==> src/rtl/vga_timing_pkg.sv <==
// Shared 640x480@60Hz timing constants for the VGA display path.
// Used by vga_sync and by the sprite/map renderer so both agree on geometry.
package vga_timing_pkg;

  localparam int VGA_H_VISIBLE = 640;
  localparam int VGA_H_FRONT   = 16;
  localparam int VGA_H_SYNC    = 96;
  localparam int VGA_H_BACK    = 48;
  localparam int VGA_H_TOTAL   = VGA_H_VISIBLE + VGA_H_FRONT + VGA_H_SYNC + VGA_H_BACK;

  localparam int VGA_V_VISIBLE = 480;
  localparam int VGA_V_FRONT   = 10;
  localparam int VGA_V_SYNC    = 2;
  localparam int VGA_V_BACK    = 33;
  localparam int VGA_V_TOTAL   = VGA_V_VISIBLE + VGA_V_FRONT + VGA_V_SYNC + VGA_V_BACK;

  // Coordinates are always 10 bits wide; larger timings cannot be represented.
  localparam int COORD_W = 10;

  // 640x480 uses negative sync pulses.
  localparam logic VGA_SYNC_POL = 1'b0;

  typedef logic [COORD_W-1:0] coord_t;

  // True when lo <= v < hi.
  function automatic logic in_window(input coord_t v, input int lo, input int hi);
    return (int'(v) >= lo) && (int'(v) < hi);
  endfunction

endpackage

==> src/rtl/vga_sync_if.sv <==
// Timing bundle from vga_sync to its consumers (renderer, VGA pins).
// frame_tick exists only when VGA_FRAME_TICK_EN is defined.
interface vga_sync_if;
  import vga_timing_pkg::*;

  logic   hsync;
  logic   vsync;
  logic   video_on;
  coord_t pix_x;
  coord_t pix_y;
`ifdef VGA_FRAME_TICK_EN
  logic   frame_tick;
`endif

  modport master (
`ifdef VGA_FRAME_TICK_EN
    output frame_tick,
`endif
    output hsync,
    output vsync,
    output video_on,
    output pix_x,
    output pix_y
  );

  modport slave (
`ifdef VGA_FRAME_TICK_EN
    input  frame_tick,
`endif
    input  hsync,
    input  vsync,
    input  video_on,
    input  pix_x,
    input  pix_y
  );

endinterface

==> src/rtl/vga_mod_counter.sv <==
// Modulo-MOD up counter with enable. Reset parks it at MOD-1 so the first
// enabled edge after reset lands on 0. wrap is high on the enabled edge that
// takes the count from MOD-1 back to 0; count_nxt is the value after that edge.
module vga_mod_counter #(
  parameter int MOD = 800,
  parameter int W   = 10
) (
  input  logic         clk,
  input  logic         rst,
  input  logic         en,
  output logic [W-1:0] count,
  output logic [W-1:0] count_nxt,
  output logic         wrap
);

  localparam logic [W-1:0] LAST = W'(MOD - 1);

  logic [W-1:0] count_r;
  logic [W-1:0] count_nxt_s;
  logic         wrap_s;

  // next count value and terminal-count detect
  always_comb begin
    count_nxt_s = count_r;
    wrap_s      = 1'b0;
    if (en) begin
      if (count_r == LAST) begin
        count_nxt_s = {W{1'b0}};
        wrap_s      = 1'b1;
      end else begin
        count_nxt_s = count_r + W'(1);
      end
    end else begin
      count_nxt_s = count_r;
    end
  end

  // count register, parked at MOD-1 in reset
  always_ff @(posedge clk) begin
    if (rst) begin
      count_r <= LAST;
    end else begin
      count_r <= count_nxt_s;
    end
  end

  assign count     = count_r;
  assign count_nxt = count_nxt_s;
  assign wrap      = wrap_s;

endmodule

==> src/rtl/vga_sync.sv <==
// VGA 640x480@60Hz timing generator, clocked by the 25 MHz pixel clock.
// All outputs are registers; sync/blank flags are decoded from the counters'
// next value so they describe the coordinate presented in the same cycle.
// Optional: define VGA_FRAME_TICK_EN to add the frame_tick pulse output.
module vga_sync
  import vga_timing_pkg::*;
#(
  parameter int   H_VISIBLE = VGA_H_VISIBLE,
  parameter int   H_FRONT   = VGA_H_FRONT,
  parameter int   H_SYNC    = VGA_H_SYNC,
  parameter int   H_BACK    = VGA_H_BACK,
  parameter int   V_VISIBLE = VGA_V_VISIBLE,
  parameter int   V_FRONT   = VGA_V_FRONT,
  parameter int   V_SYNC    = VGA_V_SYNC,
  parameter int   V_BACK    = VGA_V_BACK,
  parameter logic SYNC_POL  = VGA_SYNC_POL
) (
  input  logic       clk_25mhz,
  input  logic       rst,
  vga_sync_if.master vid
);

  localparam int H_TOTAL  = H_VISIBLE + H_FRONT + H_SYNC + H_BACK;
  localparam int V_TOTAL  = V_VISIBLE + V_FRONT + V_SYNC + V_BACK;
  localparam int HS_START = H_VISIBLE + H_FRONT;
  localparam int HS_END   = HS_START + H_SYNC;
  localparam int VS_START = V_VISIBLE + V_FRONT;
  localparam int VS_END   = VS_START + V_SYNC;

  // Counters are fixed at COORD_W bits; reject timings that do not fit.
  if ((H_TOTAL > (1 << COORD_W)) || (V_TOTAL > (1 << COORD_W))) begin : g_bad_timing
    $error("vga_sync: H_TOTAL/V_TOTAL exceed the 10-bit coordinate range");
  end

  coord_t x_s;
  coord_t y_s;
  coord_t x_nxt_s;
  coord_t y_nxt_s;
  logic   h_wrap_s;
  logic   v_wrap_s;

  logic   hsync_nxt_s;
  logic   vsync_nxt_s;
  logic   video_on_nxt_s;
  logic   hsync_r;
  logic   vsync_r;
  logic   video_on_r;

  vga_mod_counter #(.MOD(H_TOTAL), .W(COORD_W)) u_h_cnt (
    .clk       (clk_25mhz),
    .rst       (rst),
    .en        (1'b1),
    .count     (x_s),
    .count_nxt (x_nxt_s),
    .wrap      (h_wrap_s)
  );

  // The line counter only advances when the pixel counter wraps, so y (and
  // therefore vsync) can only change on the edge that brings x back to 0.
  vga_mod_counter #(.MOD(V_TOTAL), .W(COORD_W)) u_v_cnt (
    .clk       (clk_25mhz),
    .rst       (rst),
    .en        (h_wrap_s),
    .count     (y_s),
    .count_nxt (y_nxt_s),
    .wrap      (v_wrap_s)
  );

  // decode sync and visible-area flags for the coordinate loaded at the next edge
  always_comb begin
    hsync_nxt_s    = ~SYNC_POL;
    vsync_nxt_s    = ~SYNC_POL;
    video_on_nxt_s = 1'b0;
    if (in_window(x_nxt_s, HS_START, HS_END)) begin
      hsync_nxt_s = SYNC_POL;
    end else begin
      hsync_nxt_s = ~SYNC_POL;
    end
    if (in_window(y_nxt_s, VS_START, VS_END)) begin
      vsync_nxt_s = SYNC_POL;
    end else begin
      vsync_nxt_s = ~SYNC_POL;
    end
    video_on_nxt_s = in_window(x_nxt_s, 0, H_VISIBLE) && in_window(y_nxt_s, 0, V_VISIBLE);
  end

  // flag registers; reset drops any pulse in progress immediately
  always_ff @(posedge clk_25mhz) begin
    if (rst) begin
      hsync_r    <= ~SYNC_POL;
      vsync_r    <= ~SYNC_POL;
      video_on_r <= 1'b0;
    end else begin
      hsync_r    <= hsync_nxt_s;
      vsync_r    <= vsync_nxt_s;
      video_on_r <= video_on_nxt_s;
    end
  end

  assign vid.hsync    = hsync_r;
  assign vid.vsync    = vsync_r;
  assign vid.video_on = video_on_r;
  assign vid.pix_x    = x_s;
  assign vid.pix_y    = y_s;

`ifdef VGA_FRAME_TICK_EN
  logic frame_tick_r;

  // one-cycle pulse registered together with the move to pix=(0,0)
  always_ff @(posedge clk_25mhz) begin
    if (rst) begin
      frame_tick_r <= 1'b0;
    end else begin
      frame_tick_r <= h_wrap_s & v_wrap_s;
    end
  end

  assign vid.frame_tick = frame_tick_r;
`else
  // The vertical wrap only feeds frame_tick.
  logic unused_v_wrap_s;
  assign unused_v_wrap_s = v_wrap_s;
`endif

endmodule

==> src/flat_wrapper.sv <==
// flat-port wrapper written by rule: the top's interface ports become plain ports
module vga_sync_flat import vga_timing_pkg::*;
#(
  parameter int   H_VISIBLE = VGA_H_VISIBLE,
  parameter int   H_FRONT   = VGA_H_FRONT,
  parameter int   H_SYNC    = VGA_H_SYNC,
  parameter int   H_BACK    = VGA_H_BACK,
  parameter int   V_VISIBLE = VGA_V_VISIBLE,
  parameter int   V_FRONT   = VGA_V_FRONT,
  parameter int   V_SYNC    = VGA_V_SYNC,
  parameter int   V_BACK    = VGA_V_BACK,
  parameter logic SYNC_POL  = VGA_SYNC_POL
)
  (clk_25mhz, rst, vid_hsync, vid_vsync, vid_video_on, vid_pix_x, vid_pix_y);
  vga_sync_if vid_i ();
  input  logic clk_25mhz;
  input  logic rst;
  output wire logic [$bits(vid_i.hsync)-1:0] vid_hsync;
  output wire logic [$bits(vid_i.vsync)-1:0] vid_vsync;
  output wire logic [$bits(vid_i.video_on)-1:0] vid_video_on;
  output wire logic [$bits(vid_i.pix_x)-1:0] vid_pix_x;
  output wire logic [$bits(vid_i.pix_y)-1:0] vid_pix_y;
  assign vid_hsync = vid_i.hsync;
  assign vid_vsync = vid_i.vsync;
  assign vid_video_on = vid_i.video_on;
  assign vid_pix_x = vid_i.pix_x;
  assign vid_pix_y = vid_i.pix_y;
  vga_sync #(.H_VISIBLE(H_VISIBLE), .H_FRONT(H_FRONT), .H_SYNC(H_SYNC), .H_BACK(H_BACK), .V_VISIBLE(V_VISIBLE), .V_FRONT(V_FRONT), .V_SYNC(V_SYNC), .V_BACK(V_BACK), .SYNC_POL(SYNC_POL)) u_core (.clk_25mhz(clk_25mhz), .rst(rst), .vid(vid_i));
endmodule
==> config.mk <==
export PLATFORM = sky130hd
export DESIGN_NAME = vga_sync_flat
export DESIGN_NICKNAME = d
export VERILOG_FILES = /design/src/rtl/vga_timing_pkg.sv /design/src/rtl/vga_sync_if.sv /design/src/rtl/vga_mod_counter.sv /design/src/rtl/vga_sync.sv /design/src/flat_wrapper.sv
export SDC_FILE = /design/constraint.sdc
export NUM_CORES = 1
export LEC_CHECK = 0
export CAP_MARGIN = 30
export CORE_ASPECT_RATIO = 1.5
export CORE_UTILIZATION = 45
export CTS_CLUSTER_DIAMETER = 30
export DETAILED_ROUTE_END_ITERATION = 8
export HOLD_SLACK_MARGIN = 0.08
export PLACE_DENSITY_LB_ADDON = 0.15
export SLEW_MARGIN = 20
export SYNTH_ARGS = -nofsm -noshare
export SYNTH_HDL_FRONTEND = slang
export SYNTH_HIERARCHICAL = 1
export SYNTH_SLANG_ARGS = --single-unit
==> constraint.sdc <==
create_clock -name clk_25mhz -period 3.2 [get_ports clk_25mhz]
set_clock_uncertainty 0.2 [all_clocks]
set_input_delay 0.64 -clock clk_25mhz [delete_from_list [all_inputs] [get_ports clk_25mhz]]
set_output_delay 0.64 -clock clk_25mhz [all_outputs]
set_load 0.01 [all_outputs]
After elaboration in Yosys (flattened, before gate mapping)
Cells that the tools add are included.
Widths: inputs -> output; s select.
{"block": "op_classes", "n_addsub": 2, "magnitude_cmp": 6, "eq_ne": 2, "n_mux": 6, "reduce_logical": 3}
{"op": "$mux 10", "count": 3}
{"op": "$add 10x1->10 const B", "count": 2}
{"op": "$eq 10x10->1 const B", "count": 2}
{"op": "$lt 10x10->1 const B", "count": 2}
{"op": "$lt 10x9->1 const B", "count": 2}
{"op": "$ge 10x10->1 const B", "count": 1}
{"op": "$ge 10x9->1 const B", "count": 1}
{"op": "$logic_and 1x1->1", "count": 3}
{"op": "$mux 1", "count": 3}
{"block": "totals", "register_bits": 23, "in_bits": 2, "output_inout_bits": 23, "word_cells": 24}

Depth between registers and ports, before layout
Gate-level depths: netlist of the first run.
{"block": "depth", "depth_word": 6, "ltp_mapped": 8}

By module
Netlist of the first run, hierarchy kept.
{"module": "vga_mod_counter at u_core.u_h_cnt", "instances": 1, "cells_each": 64, "area_each_um2": 563.0, "seq_area_each_um2": 200.2}
{"module": "vga_mod_counter at u_core.u_v_cnt", "instances": 1, "cells_each": 67, "area_each_um2": 559.3, "seq_area_each_um2": 200.2}
{"module": "vga_sync", "instances": 1, "cells_each": 13, "area_each_um2": 130.1, "seq_area_each_um2": 60.1}

Least setup slack after synthesis of the first run
Ideal clock, no wire load.
{"block": "synth_timing", "kind": "register to register", "from": "register u_core.u_h_cnt.count_r[0] (netlist: u_core/u_h_cnt/count[0])", "to": "register u_core.vsync_r (netlist: u_core/vid.vsync)", "setup_ps": 134, "t_arrival_ps": 2910, "path_slack_ps": -44, "path_stages_with_launch": 8, "period_less_slack_ps": 3244, "path_cell_list": "dfxtp_1 > ha_1 > nand4_1 > nor3_2 > inv_1 > or4_4 > and3_2 > or4_1"}
{"block": "synth_between", "elab_chain_cells": 6, "word_cells_on_any_way": 7}
{"item": "from (decl)", "line": "vga_mod_counter.sv:18", "text": "logic [W-1:0] count_r;"}
{"item": "from (signal assigned)", "line": "vga_mod_counter.sv:43", "text": "count_r <= count_nxt_s;"}
{"item": "$eq 10x10->1 (*)", "line": "vga_mod_counter.sv:27", "text": "if (count_r == LAST) begin"}
{"item": "$mux 1 (*)", "line": "vga_mod_counter.sv:27"}
{"item": "named net u_core.h_wrap_s", "line": "vga_sync.sv:39", "text": "logic h_wrap_s;"}
{"item": "$mux 10 (*)", "line": "vga_mod_counter.sv:26", "text": "if (en) begin"}
{"item": "named net u_core.y_nxt_s[9]", "line": "vga_sync.sv:38", "text": "coord_t y_nxt_s;"}
{"item": "$ge 10x9->1 or $lt 10x9->1 (tied branches)", "line": "vga_timing_pkg.sv:27", "text": "return (int'(v) >= lo) && (int'(v) < hi);"}
{"item": "$logic_and 1x1->1 (*)", "line": "vga_timing_pkg.sv:27"}
{"item": "$mux 1 (*)", "line": "vga_sync.sv:79", "text": "if (in_window(y_nxt_s, VS_START, VS_END)) begin"}
{"item": "to (signal assigned)", "line": "vga_sync.sv:91", "text": "vsync_r <= ~SYNC_POL;"}
{"item": "to (signal assigned)", "line": "vga_sync.sv:95", "text": "vsync_r <= vsync_nxt_s;"}
{"item": "to (decl)", "line": "vga_sync.sv:46", "text": "logic vsync_r;"}
The timed path passes the listed nets; every way through them passes the cells marked *.
A chain may end at the register's enable or synchronous reset.

Final worst setup path of the first run
Same ends and word-level chain as after synthesis.

==> reports/summary.json, run 1 <==
{
  "status": {
    "run_status": "completed"
  },
  "route": {
    "route.detailed.vias_per_inst": 5.86,
    "drt-total-wl_mm": 3.15,
    "antenna_left": 0,
    "drc_errors": 0,
    "vias": 1214,
    "detailedRoute.firstIterationViolations": 22,
    "route.detailed.wl_per_inst_um": 15.2,
    "router_iterations_before_antenna_repair": 4
  },
  "place": {
    "placement.io_buffers": 24,
    "gp_routability_congestion": 0.930,
    "hpwl_mm": 2.40,
    "pre_cts_ws_ns": 0.202
  },
  "grt": {
    "wire_length_of_the_first_global_routing_pass_mm": 5.18,
    "pin_count_of_the_biggest_net_entering_global_routing": 13,
    "grt_usage": 0.239,
    "initial_antenna_violation_count": 0,
    "via_count_of_the_first_global_routing_pass": 1118,
    "gr-total-overflow": 0
  },
  "worst_setup_path": {
    "criticalPathCategory": "reg2reg",
    "crit_path_end_kind": "flop",
    "rr_endpoint": "u_core/vid.vsync$_SDFF_PP1_",
    "startpoint": "u_core/u_h_cnt/count[0]$_SDFF_PP1_",
    "worst_r2r_path_depth": 8,
    "endpoint": "u_core/vid.vsync$_SDFF_PP1_",
    "critPathArrivalTime_ns": 2.97,
    "path_max_fanout": 10,
    "worstReg2RegStart": "u_core/u_h_cnt/count[0]$_SDFF_PP1_",
    "worst-r2r-setup-slack_ns": 0.23,
    "crit_path_required_time_ns": 3.20,
    "critPathLaunchType": "flop"
  },
  "timing": {
    "totalNegativeSetupSlack_ns": 0,
    "crit_share_post_route": 0.927,
    "final-setup-viol-count": 0,
    "rsz0062_at_grt": "false",
    "final_max_slew_viol_count": 0,
    "worst_margin_pin_slew_ns": 0.525,
    "fmaxAchievable_mhz": 337,
    "final.min_clock_period_ns": 2.97,
    "hold_viol": 0,
    "slew-limit-headroom": 0.645,
    "timing.final.ws_setup_ns": 0.233
  },
  "clock_tree": {
    "tritoncts_clock_tree": "built",
    "ctsLongestPathBuffers": 2,
    "htreeDepth": 1,
    "cts_buffers": 3,
    "clock_insertion_delay_worst_skew_ns": 0.31,
    "clk_tree_root_cell": "sky130_fd_sc_hd__clkbuf_4",
    "clock_sink_count": 23,
    "cts-hold-fix-buffers": 0,
    "clkTransAtPathRegs_ns": 0.12
  },
  "final_layout": {
    "fin_util": 0.624,
    "n_diodes": 0,
    "seq_area_um2": 463,
    "synthToLayoutAreaGrowth_pct": 27.7,
    "final_layout_size_suffix_gt1_frac": 0.140,
    "mostFrequentLayoutCell": "sky130_fd_sc_hd__clkdlybuf4s50_1",
    "area_of_combinational_cells_with_multiple_inputs_um2": 749,
    "layout.cells.most_common_list": "sky130_fd_sc_hd__clkdlybuf4s50_1 (24), sky130_fd_sc_hd__dfxtp_1 (21), sky130_fd_sc_hd__nand2_1 (17)",
    "nets": 177,
    "layout.filler_cells": 259
  },
  "yosys": {
    "syn_inst": 140,
    "ys_warn_count": 6,
    "synthesis.area_um2": 1240,
    "avgSynthCellArea_um2": 8.84,
    "mappedNetlistNets": 145
  },
  "floorplan": {
    "die_x_um": 44.8,
    "total_die_area_um2": 2970,
    "rows": 22,
    "core_area_um2": 2530,
    "initial_core_util": 0.489,
    "ios": 25,
    "die_height_um": 66.2
  },
  "run": {
    "cap_violations": 0
  },
  "min_path": {
    "min_path_type": "reg2reg"
  },
  "power_and_ir_drop": {
    "power.density_nw_per_um2": 708,
    "max-vdd-ir-drop_v": 0.000342,
    "cellLeakagePower_nw": 0.606
  }
}
[how the worst min path moves through the flow]
stage               slack [ns]                               start  cells after the start                                 end
floorplan                 0.33  u_core/u_v_cnt/count[0]$_SDFF_PP0_                      2  u_core/u_v_cnt/count[0]$_SDFF_PP0_
global placement          0.33  u_core/u_v_cnt/count[0]$_SDFF_PP0_                      2  u_core/u_v_cnt/count[0]$_SDFF_PP0_
detailed placement        0.32  u_core/u_v_cnt/count[0]$_SDFF_PP0_                      2  u_core/u_v_cnt/count[0]$_SDFF_PP0_
CTS                       0.34  u_core/u_v_cnt/count[0]$_SDFF_PP0_                      2  u_core/u_v_cnt/count[0]$_SDFF_PP0_
global route              0.37  u_core/u_v_cnt/count[0]$_SDFF_PP0_                      2  u_core/u_v_cnt/count[0]$_SDFF_PP0_
finish                    0.35  u_core/u_v_cnt/count[0]$_SDFF_PP0_                      2  u_core/u_v_cnt/count[0]$_SDFF_PP0_
[what timing repair did]
action,CTS,global route
endpoints found under the hold margin,0,0
buffers inserted,0,0
gates resized for setup,0,2
endpoints found under the setup margin,0,1
[cell type report]
cell class / instances / area share
flip-flops and latches: 23 / 0.293
clock buffers: 4 / 0.0166
well taps: 36 / 0.0285
inverters: 5 / 0.0119
multi-input cells: 110 / 0.474
repair buffers: 29 / 0.176
[per-layer routing]
layer,GRT usage,part of all wire,vias up
met5,0,0,-
met3,0.0191,0.035,6
li1,-,-,598
met1,0.255,0.40,574
met2,0.463,0.55,36
met4,0.0871,0.016,0
[sequential cells by signal (all words and copies together), names as in the netlist]
| signal | flops |
|---|---|
| u_core/vid.video_on | 1 |
| u_core/vid.vsync | 1 |
| u_core/vid.hsync | 1 |
| u_core/u_h_cnt/count | 10 |
| u_core/u_v_cnt/count | 10 |
[report_power, final]
part | total (mW) | switching (mW) | internal [mW]
Combinational | 0.561 | 0.280 | 0.280
Sequential | 0.427 | 0.0814 | 0.345
Clock | 0.131 | 0.0824 | 0.0487
Total | 1.12 | 0.444 | 0.674
[through the flow]
stage | cells | power, mW | hold WS (ns) | instance area, µm²
3_3_place_gp | 203 | 0.971 | 0.326 | 1550
4_1_cts | 207 | 1.12 | 0.344 | 1580
2_1_floorplan | 140 | 0.754 | 0.333 | 1240
3_5_place_dp | 203 | 0.981 | 0.325 | 1550
5_1_grt | 207 | 1.20 | 0.371 | 1580
6_report | 207 | 1.12 | 0.346 | 1580
[worst max-delay path: stages, from the launching register on]
cell and delay (ns):
sky130_fd_sc_hd__dfxtp_2 0.41, sky130_fd_sc_hd__ha_1 0.22, sky130_fd_sc_hd__nand4_1 0.20, sky130_fd_sc_hd__nor3_2 0.26, sky130_fd_sc_hd__buf_4 0.20, sky130_fd_sc_hd__nand4_1 0.16, sky130_fd_sc_hd__or4_1 0.51, sky130_fd_sc_hd__and3_2 0.20
sky130_fd_sc_hd__or4_1 0.50
Note: power is estimated with default switching activity, not from simulation.
==> run 2: changes to the inputs <==
Settings changed: CORE_UTILIZATION 45 to 50.
Clock period 3.2 ns to 3.4 ns, I/O delays scaled along.
==> reports/summary.json, run 2 (synthesis results as in run 1) <==
{
  "timing": {
    "slew-limit-headroom": {"value": 0.556, "change": "-0.0891"},
    "worst_margin_pin_slew": {"value": 0.664, "unit": "ns", "change": "+0.138 ns"},
    "totalNegativeSetupSlack": {"value": 0, "unit": "ns", "change": "unchanged"},
    "final-setup-viol-count": {"value": 0, "change": "unchanged"},
    "crit_share_post_route": {"value": 0.932, "change": "+0.00506"},
    "rsz0062_at_grt": "false",
    "hold_viol": {"value": 0, "change": "unchanged"},
    "final.min_clock_period": {"value": 3.17, "unit": "ns", "change": "+0.203 ns"},
    "fmaxAchievable": {"value": 315, "unit": "MHz", "change": "-6.4%"},
    "final_max_slew_viol_count": {"value": 0, "change": "unchanged"}
  },
  "place": {
    "placement.io_buffers": {"value": 24, "change": "unchanged"},
    "hpwl": {"value": 2.35, "unit": "mm", "change": "-2.0%"},
    "gp_routability_congestion": {"value": 0.868, "change": "-6.6%"},
    "post-place-cells": {"value": 188, "change": "-7.4%"}
  },
  "final_layout": {
    "final_layout_size_suffix_gt1_frac": {"value": 0.124, "change": "-0.0161"},
    "synthToLayoutAreaGrowth_pct": 25.6,
    "mostFrequentLayoutCell": "sky130_fd_sc_hd__clkdlybuf4s50_1",
    "layoutNonFillerInstCount": {"value": 192, "change": "-7.2%"},
    "nets": {"value": 175, "change": "-1.1%"},
    "layout.cells.most_common_list": "sky130_fd_sc_hd__clkdlybuf4s50_1 (24), sky130_fd_sc_hd__dfxtp_1 (23), sky130_fd_sc_hd__nand2_1 (17)",
    "layout.filler_cells": {"value": 188, "change": "-27%"},
    "n_diodes": {"value": 0, "change": "unchanged"}
  },
  "clock_tree": {
    "cts-hold-fix-buffers": {"value": 0, "change": "unchanged"},
    "tritoncts_clock_tree": "built",
    "ctsLongestPathBuffers": {"value": 2, "change": "unchanged"},
    "clk_tree_root_cell": "sky130_fd_sc_hd__clkbuf_4",
    "clock_sink_count": {"value": 23, "change": "unchanged"},
    "clkTransAtPathRegs": {"value": 0.13, "unit": "ns", "change": "about the same"},
    "htreeDepth": {"value": 1, "change": "unchanged"},
    "cts_buffers": {"value": 3, "change": "unchanged"},
    "clock_insertion_delay_worst_skew": {"value": 0.31, "unit": "ns", "change": "about the same"}
  },
  "worst_setup_path": {
    "cp.depth": {"value": 7, "change": "-1"},
    "crit_path_end_kind": "flop",
    "worst_path_largest_cell_delay": {"value": 0.57, "unit": "ns", "change": "+0.06 ns"},
    "critPathLaunchType": "flop",
    "worstPathCellList": "ha_1, nand4_1, nor3_4, inv_1, or4_4, and3_2, or4_1",
    "critPathArrivalTime": {"value": 3.17, "unit": "ns", "change": "+0.20 ns"},
    "worstReg2RegStart": "u_core/u_h_cnt/count[0]$_SDFF_PP1_",
    "crit_path_required_time": {"value": 3.40, "unit": "ns", "change": "+0.20 ns"},
    "criticalPathCategory": "reg2reg",
    "critical_path.n_buffers_inverters": {"value": 1, "change": "unchanged"},
    "startpoint": "u_core/u_h_cnt/count[0]$_SDFF_PP1_",
    "crit_family": "simple AND/OR/NAND/NOR gates",
    "endpoint": "u_core/vid.vsync$_SDFF_PP1_",
    "worst_r2r_path_depth": {"value": 7, "change": "-1"},
    "path_max_fanout": {"value": 8, "change": "-2"},
    "cpMaxStageDelayCell": "sky130_fd_sc_hd__or4_4",
    "worst-r2r-setup-slack": {"value": 0.23, "unit": "ns", "change": "about the same"},
    "rr_endpoint": "u_core/vid.vsync$_SDFF_PP1_"
  },
  "floorplan": {
    "total_die_area": {"value": 2680, "unit": "µm²", "change": "-9.6%"},
    "rows": {"value": 21, "change": "-4.5%"},
    "ios": {"value": 25, "change": "unchanged"},
    "die_height": {"value": 62.9, "unit": "µm", "change": "-5.0%"},
    "die_x": {"value": 42.6, "unit": "µm", "change": "-4.9%"},
    "core_area": {"value": 2290, "unit": "µm²", "change": "-9.7%"},
    "initial_core_util": {"value": 0.541, "change": "+0.0527"}
  },
  "power_and_ir_drop": {
    "power.density": {"value": 680, "unit": "nW/µm²", "change": "-3.9%"},
    "total_power": {"value": 1.06, "unit": "mW", "change": "-5.5%"},
    "power.clock.fraction": {"value": 0.122, "change": "+0.005"},
    "power.combinational.fraction": {"value": 0.504, "change": "+0.003"},
    "cellLeakagePower": {"value": 0.598, "unit": "nW", "change": "-1.2%"},
    "max-vdd-ir-drop": {"value": 0.000440, "unit": "V", "change": "+28%"},
    "power.share.sequential": {"value": 0.374, "change": "-0.008"},
    "cell_internal_pwr": {"value": 629, "unit": "µW", "change": "-6.7%"},
    "switching_power": {"value": 428, "unit": "µW", "change": "-3.7%"},
    "netSwitchingFraction": {"value": 0.405, "change": "+0.00746"}
  },
  "route": {
    "router_iterations_before_antenna_repair": {"value": 4, "change": "unchanged"},
    "route.detailed.vias_per_inst": {"value": 6.28, "change": "+7.0%"},
    "drt-total-wl": {"value": 3.14, "unit": "mm", "change": "-0.25%"},
    "vias": {"value": 1205, "change": "-0.74%"},
    "route.detailed.wl_per_inst": {"value": 16.3, "unit": "µm", "change": "+7.5%"},
    "drc_errors": {"value": 0, "change": "unchanged"},
    "detailedRoute.firstIterationViolations": {"value": 26, "change": "+18%"},
    "antenna_left": {"value": 0, "change": "unchanged"}
  },
  "grt": {
    "via_count_of_the_first_global_routing_pass": {"value": 1119, "change": "+0.089%"},
    "gr-total-overflow": {"value": 0, "change": "unchanged"},
    "wire_length_of_the_first_global_routing_pass": {"value": 4.99, "unit": "mm", "change": "-3.7%"},
    "grt_usage": {"value": 0.243, "change": "+0.00382"},
    "pin_count_of_the_biggest_net_entering_global_routing": {"value": 19, "change": "+6"},
    "initial_antenna_violation_count": {"value": 0, "change": "unchanged"}
  },
  "status": {
    "run_status": "completed"
  },
  "min_path": {
    "min_path_type": "reg2reg"
  },
  "run": {
    "cap_violations": {"value": 0, "change": "unchanged"}
  }
}
==> run 2: cell count changes in the layout (fill, tap and decap cells not counted), sizes merged <==
cell | before | now
buf | 5 | 3
clkbuf | 4 | 3
clkinv | 0 | 1
==> run 2: worst min-delay path by stage <==
stage                                       start                                 end  slack (ns)  depth (start not counted)
4_1_cts        u_core/u_v_cnt/count[8]$_SDFF_PP0_  u_core/u_v_cnt/count[8]$_SDFF_PP0_        0.36                          2
5_1_grt        u_core/u_v_cnt/count[8]$_SDFF_PP0_  u_core/u_v_cnt/count[8]$_SDFF_PP0_        0.40                          2
3_5_place_dp   u_core/u_v_cnt/count[8]$_SDFF_PP0_  u_core/u_v_cnt/count[8]$_SDFF_PP0_        0.34                          2
6_report       u_core/u_v_cnt/count[8]$_SDFF_PP0_  u_core/u_v_cnt/count[8]$_SDFF_PP0_        0.36                          2
3_3_place_gp   u_core/u_v_cnt/count[0]$_SDFF_PP0_  u_core/u_v_cnt/count[0]$_SDFF_PP0_        0.33                          2
2_1_floorplan  u_core/u_v_cnt/count[0]$_SDFF_PP0_  u_core/u_v_cnt/count[0]$_SDFF_PP0_        0.33                          2
==> run 2: routing by layer <==
layer | part of all wire | track usage | vias up | wire (µm)
met5 | 0 | 0 | - | 0
li1 | - | - | 592 | -
met3 | 0.043 | 0.0318 | 10 | 134
met1 | 0.40 | 0.241 | 562 | 1250
met2 | 0.52 | 0.445 | 41 | 1630
met4 | 0.041 | 0.160 | 0 | 128
==> run 2: cell type report <==
| cell class | instances | area (µm²) | area share |
|---|---|---|---|
| clock buffer | 3 | 22.5 | 0.0145 |
| inverter | 5 | 18.8 | 0.0121 |
| tap | 23 | 28.8 | 0.0185 |
| timing repair buffer | 27 | 263 | 0.169 |
| sequential | 23 | 460 | 0.296 |
| multi-input combinational | 110 | 756 | 0.486 |
| clock inverter | 1 | 5.00 | 0.00322 |
==> run 2: worst register-to-register path, stage by stage, from the launching register on <==
cell	delay, ns
sky130_fd_sc_hd__dfxtp_1	0.47
sky130_fd_sc_hd__ha_1	0.26
sky130_fd_sc_hd__nand4_1	0.26
sky130_fd_sc_hd__nor3_4	0.41
sky130_fd_sc_hd__inv_1	0.18
sky130_fd_sc_hd__or4_4	0.57
sky130_fd_sc_hd__and3_2	0.22
sky130_fd_sc_hd__or4_1	0.50
==> run 2: repair_timing <==
| action | CTS | global route |
|---|---|---|
| endpoints found under the hold margin | 0 | 0 |
| gates resized for setup | 0 | 1 |
| buffers inserted | 0 | 0 |
| setup endpoints to repair | 0 | 1 |
==> run 2: power by group through the flow <==
stage                     Sequential (mW)  Combinational (mW)  Clock (mW)
after global placement              0.397               0.507           0
after floorplan                     0.420               0.290           0
after global routing                0.405               0.575       0.142
final                               0.395               0.533       0.129
after CTS                           0.395               0.520       0.133
after detailed placement            0.401               0.516           0
==> run 2: through the flow <==
stage / setup WS (ns) / hold WS, ns / area, µm² / util
6_report: 0.230 / 0.361 / 1550 / 0.680
5_1_grt: 0.0973 / 0.404 / 1550 / 0.680
4_1_cts: 0.125 / 0.363 / 1550 / 0.677
3_5_place_dp: 0.177 / 0.343 / 1520 / 0.665
3_3_place_gp: 0.365 / 0.334 / 1520 / 0.665
2_1_floorplan: 0.265 / 0.333 / 1240 / -
